==> src/rtl/e203_exu_wbck_sched.sv <==
// rtl/e203_exu_wbck_sched.sv - EXU integer write-back scheduler; optional ALU starvation guard via E203_WBCK_STARVE_GUARD_EN
`ifndef E203_XLEN
`define E203_XLEN 32
`endif
`ifndef E203_FLEN
`define E203_FLEN 32
`endif
`ifndef E203_RFIDX_WIDTH
`define E203_RFIDX_WIDTH 5
`endif

module e203_exu_wbck_sched #(
  parameter int STARVE_MAX = 4,
  parameter int CNT_W      = 3
) (
  input  logic                         clk,
  input  logic                         rst_n,
  input  logic                         alu_wbck_i_valid,
  output logic                         alu_wbck_i_ready,
  input  logic [`E203_XLEN-1:0]        alu_wbck_i_wdat,
  input  logic [`E203_RFIDX_WIDTH-1:0] alu_wbck_i_rdidx,
  input  logic                         longp_wbck_i_valid,
  output logic                         longp_wbck_i_ready,
  input  logic [`E203_FLEN-1:0]        longp_wbck_i_wdat,
  input  logic [4:0]                   longp_wbck_i_flags,
  input  logic [`E203_RFIDX_WIDTH-1:0] longp_wbck_i_rdidx,
  input  logic                         longp_wbck_i_rdfpu,
  output logic                         rf_wbck_o_ena,
  output logic [`E203_XLEN-1:0]        rf_wbck_o_wdat,
  output logic [`E203_RFIDX_WIDTH-1:0] rf_wbck_o_rdidx,
  output logic                         fpu_wbck_o_ena,
  output logic [4:0]                   fpu_wbck_o_flags,
  output logic                         starve_o
);

  logic                         guard_fire;
  logic                         sel_alu;
  logic                         sel_longp;
  logic                         rf_ena_q, rf_ena_d;
  logic                         fpu_ena_q, fpu_ena_d;
  logic [`E203_XLEN-1:0]        wdat_q, wdat_d;
  logic [`E203_RFIDX_WIDTH-1:0] rdidx_q, rdidx_d;
  logic [4:0]                   flags_q, flags_d;

`ifdef E203_WBCK_STARVE_GUARD_EN
  localparam logic [CNT_W-1:0] STARVE_LIM = CNT_W'(STARVE_MAX);

  logic [CNT_W-1:0] cnt_q, cnt_d;

  // Counts cycles the ALU has been waiting behind the long pipe; saturates at the limit.
  assign guard_fire = alu_wbck_i_valid & longp_wbck_i_valid & (cnt_q == STARVE_LIM);

  always_comb begin
    cnt_d = cnt_q;
    if (sel_alu | ~alu_wbck_i_valid) begin
      cnt_d = '0;
    end else if (cnt_q != STARVE_LIM) begin
      cnt_d = cnt_q + CNT_W'(1);
    end
  end

  always_ff @(posedge clk or negedge rst_n) begin
    if (!rst_n) begin
      cnt_q <= '0;
    end else begin
      cnt_q <= cnt_d;
    end
  end
`else
  logic unused_cfg;
  assign unused_cfg = (STARVE_MAX == CNT_W);
  assign guard_fire = 1'b0;
`endif

  assign alu_wbck_i_ready   = ~longp_wbck_i_valid | guard_fire;
  assign longp_wbck_i_ready = ~guard_fire;
  assign starve_o           = guard_fire;

  assign sel_alu   = alu_wbck_i_valid & alu_wbck_i_ready;
  assign sel_longp = longp_wbck_i_valid & longp_wbck_i_ready;

  // Data, index and flags hold across idle cycles; only the strobes return to zero.
  always_comb begin
    rf_ena_d  = 1'b0;
    fpu_ena_d = 1'b0;
    wdat_d    = wdat_q;
    rdidx_d   = rdidx_q;
    flags_d   = flags_q;
    if (sel_alu) begin
      rf_ena_d = 1'b1;
      wdat_d   = alu_wbck_i_wdat;
      rdidx_d  = alu_wbck_i_rdidx;
      flags_d  = 5'b0;
    end else if (sel_longp) begin
      rf_ena_d  = ~longp_wbck_i_rdfpu;
      fpu_ena_d = longp_wbck_i_rdfpu;
      wdat_d    = longp_wbck_i_wdat[`E203_XLEN-1:0];
      rdidx_d   = longp_wbck_i_rdidx;
      flags_d   = longp_wbck_i_flags;
    end
  end

  always_ff @(posedge clk or negedge rst_n) begin
    if (!rst_n) begin
      rf_ena_q  <= 1'b0;
      fpu_ena_q <= 1'b0;
      wdat_q    <= '0;
      rdidx_q   <= '0;
      flags_q   <= '0;
    end else begin
      rf_ena_q  <= rf_ena_d;
      fpu_ena_q <= fpu_ena_d;
      wdat_q    <= wdat_d;
      rdidx_q   <= rdidx_d;
      flags_q   <= flags_d;
    end
  end

  assign rf_wbck_o_ena    = rf_ena_q;
  assign rf_wbck_o_wdat   = wdat_q;
  assign rf_wbck_o_rdidx  = rdidx_q;
  assign fpu_wbck_o_ena   = fpu_ena_q;
  assign fpu_wbck_o_flags = flags_q;

endmodule

==> config.mk <==
export PLATFORM = sky130hd
export DESIGN_NAME = e203_exu_wbck_sched
export DESIGN_NICKNAME = d
export VERILOG_FILES = /design/src/rtl/e203_exu_wbck_sched.sv
export SDC_FILE = /design/constraint.sdc
export NUM_CORES = 1
export LEC_CHECK = 0
export BUFFER_PORTS_ARGS = -buffer_cell sky130_fd_sc_hd__buf_2
export CAP_MARGIN = 20
export CORE_UTILIZATION = 45
export DETAILED_ROUTE_END_ITERATION = 16
export GPL_TIMING_DRIVEN = 0
export PLACE_DENSITY_LB_ADDON = 0.3
export SLEW_MARGIN = 20
export SYNTH_ARGS = -nofsm -noshare
export SYNTH_HDL_FRONTEND = slang
export SYNTH_SLANG_ARGS = --single-unit
==> constraint.sdc <==
create_clock -name clk -period 1.3 [get_ports clk]
set_input_delay 0.13 -clock clk [delete_from_list [all_inputs] [get_ports clk]]
set_output_delay 0.13 -clock clk [all_outputs]
set_load 0.05 [all_outputs]
==> flow_summary_export.csv <==
group,metric,value,unit
status,outcome,"finished with violations",
status,failed_checks,"negative hold slack",
synth,syn_area,1960,µm²
timing,slew_headroom,0.356,
synth,yosysUniqueCellTypes,14,
placed_design,hpwl,3.57,mm
clock_network,cts_sinks,44,
global_routing,grt_pass1_wl,7.22,mm
synth,synth_edf_count,0,
layout,insertedDiodeCount,0,
layout,nFillCells,320,
global_routing,grt_max_degree,45,
worst_setup_path,r2r_start,"rf_wbck_o_rdidx[4]",
synth,yosysTopAreaCellShare,0.563,
worst_setup_path,critical-path-top-delay-family,"buffers and inverters",
global_routing,antenna_found_initial,0,
placed_design,gp_congestion,0.810,
synth,seq_area_frac_synth,0.563,
clock_network,cts_tree,"done",
routing,num_vias,1777,
synth,synth.area.top_cells,"dfrtp_1, mux2i_1, nand2_1, o21ai_1, o21ai_0",
worst_setup_path,startpoint,"longp_wbck_i_valid",
floorplan,core_area,4090,µm²
floorplan,start_util,0.479,
global_routing,grt_remaining_overflow,0,
synth,syn-mean-instance-area,10.8,µm²
pwr,p_leak,1.55,nW
worst_setup_path,cp-endpoint,"alu_wbck_i_ready",
worst_setup_path,end_kind,"output pin",
timing,finalSetupTns,0,ns
worst_setup_path,critical-path-slowest-cell,"clkbuf_1",
worst_setup_path,reg2reg_depth,2,
clock_network,path_clk_slew,0.08,ns
worst_setup_path,worstSetupPathType,"in2out",
routing,drt-total-wl,4.76,mm
clock_network,cts-buffers-inserted,5,
worst_setup_path,r2r_setup_slack,0.54,ns
worst_setup_path,path_buf_inv,4,
placed_design,io_buffers,126,
synth,yosys_most_used_dff,"dfrtp_1",
synth,synth_fp_nets,265,
placed_design,dpl_cell_area,2650,µm²
synth,yosysWarnings,0,
timing,setup_viol,0,
pwr,ir_drop,0.830,mV
worst_setup_path,reg2reg_to,"rf_wbck_o_rdidx[4]",
routing,initialDrtViolationCount,76,
timing,fin_crit_sh,0.839,
clock_network,postCtsResizedCells,0,
floorplan,die_h,67.9,µm
layout,stdcell_area,2810,µm²
routing,wl_per_cell,13.0,µm
routing,vias_per_cell,4.87,
layout,syn_to_final_growth,43.5,%
worst_setup_path,worstPathArrival,0.96,ns
worst_setup_path,critPathMaxFanout,10,
floorplan,io_pins,131,
synth,async_flop_share,1.00,
timing,rsz0062_at_grt,"false",
clock_network,cts_setup_buffers,0,
layout,layout.nets,398,
floorplan,die_area,4620,µm²
routing,first_pass_iters,4,
global_routing,track_usage,0.214,
synth,synth.most_common_cell,"dfrtp_1",
flow_run,max_cap_viol_count,0,
timing,max_freq,0.917,GHz
synth,synth.ff_latch_count,44,
layout,drive_gt1_frac,0.451,
floorplan,rows,23,
worst_setup_path,start_kind,"primary input",
placed_design,place_ws,0.196,ns
worst_setup_path,worstPathCellList,"buf_2 > clkbuf_1 > inv_1 > buf_2",
timing,final_hold_viol_count,13,
timing,slew_violations,0,
worst_setup_path,cpPeakStageDelay,0.36,ns
pwr,p_per_area,1410,nW/µm²
routing,ant_nets,0,
timing,fin_skew,0,ns
synth,synth_largest_area_cell,"dfrtp_1",
synth,synth_cells,181,
routing,drc,0,
clock_network,cts_root_buf,"clkbuf_8",
clock_network,htree_levels,2,
clock_network,clockBufferDepth,2,
worst_setup_path,required,1.17,ns
clock_network,cts_hold_buffers,0,
min_path,min_path_type,"in2async",
timing,period_needed,1.09,ns
timing,setup_ws,0.209,ns
worst_setup_path,critical_path_depth,4,
floorplan,fp.dieW,67.9,µm
clock_network,insertion_delay,0.29,ns
synth,synth_common_cells,"dfrtp_1, mux2i_1, nand2_1, o21ai_1, o21ai_0",
global_routing,grt_pass1_vias,1663,
pwr,total_power,0.00397,W
timing,worst_pin_slew,0.965,ns
timing,hold_ws,-0.00842,ns
worst_setup_path,crit_top_cell,"buf_2",
-- worst register-to-register path, delay by kind of cell, from the launching register on --
kind / cells / cell delay, ns
mux: 1 / 0.13
compound gates: 1 / 0.10
flops: 1 / 0.40
-- cell usage in the layout, fill, tap and decap left out, drive strengths merged --
master and instances:
a22o 5, and2 1, o21ai 37, nand2 37
clkbuf 12, mux2i 37, dfrtp 44, nor2 2
buf 134, inv 1, conb 2, bufinv 3
-- how the worst min path moves through the flow --
stage          slack, ns                  start  cells past startpoint            endpoint
6_report          -0.008                  rst_n                      1   rf_wbck_o_wdat[5]
5_1_grt             0.03  longp_wbck_i_wdat[22]                      3  rf_wbck_o_wdat[22]
4_1_cts             0.01                  rst_n                      1  rf_wbck_o_wdat[22]
3_5_place_dp        0.33                  rst_n                      1   rf_wbck_o_wdat[1]
3_3_place_gp        0.32                  rst_n                      1   rf_wbck_o_wdat[6]
2_1_floorplan      -0.17                  rst_n                      0      fpu_wbck_o_ena
-- metal layers --
| metal | track usage | vias up | part of all wire |
|---|---|---|---|
| li1 | - | 880 | - |
| met1 | 0.259 | 807 | 0.44 |
| met2 | 0.363 | 86 | 0.47 |
| met3 | 0.0667 | 4 | 0.080 |
| met4 | 0.0677 | 0 | 0.0078 |
| met5 | 0 | - | 0 |
-- sequential cells by signal, summed over array words and instances (netlist names) --
| signal | cells |
|---|---|
| fpu_wbck_o_ena | 1 |
| rf_wbck_o_wdat | 32 |
| rf_wbck_o_rdidx | 5 |
| fpu_wbck_o_flags | 5 |
| rf_wbck_o_ena | 1 |
-- kinds of logic (layout without fill, tap and decap cells) --
family / after synthesis / after routing / synth area share
AO/OA/AOI/OAI: 42 / 42 / 0.117
buffers and inverters: 16 / 150 / 0.0492
multiplexers: 37 / 37 / 0.189
AND/OR/NAND/NOR: 40 / 40 / 0.0780
other: 2 / 2 / 0.00384
flip-flops: 44 / 44 / 0.563
-- report_power, final --
part           internal (W)  switching [W]
clock              0.000961       0.000453
sequential          0.00149      0.0000613
combinational      0.000298       0.000712
-- metrics by stage --
step / instances / util
after CTS: 365 / 0.687
after global placement: 357 / 0.649
after detailed placement: 357 / 0.649
final: 365 / 0.687
after global routing: 365 / 0.687
after floorplan: 181 / -
-- final cells by class --
cell class	instances	area, µm²	area share
sequential	44	1100	0.392
multi-input combinational	121	759	0.270
timing repair buffer	126	631	0.224
buffer	15	92.6	0.0330
clock inverter	3	90.1	0.0321
clock buffer	5	68.8	0.0245
tap	50	62.6	0.0223
inverter	1	3.75	0.00134
No activity file was read; power rests on OpenSTA's default activity.
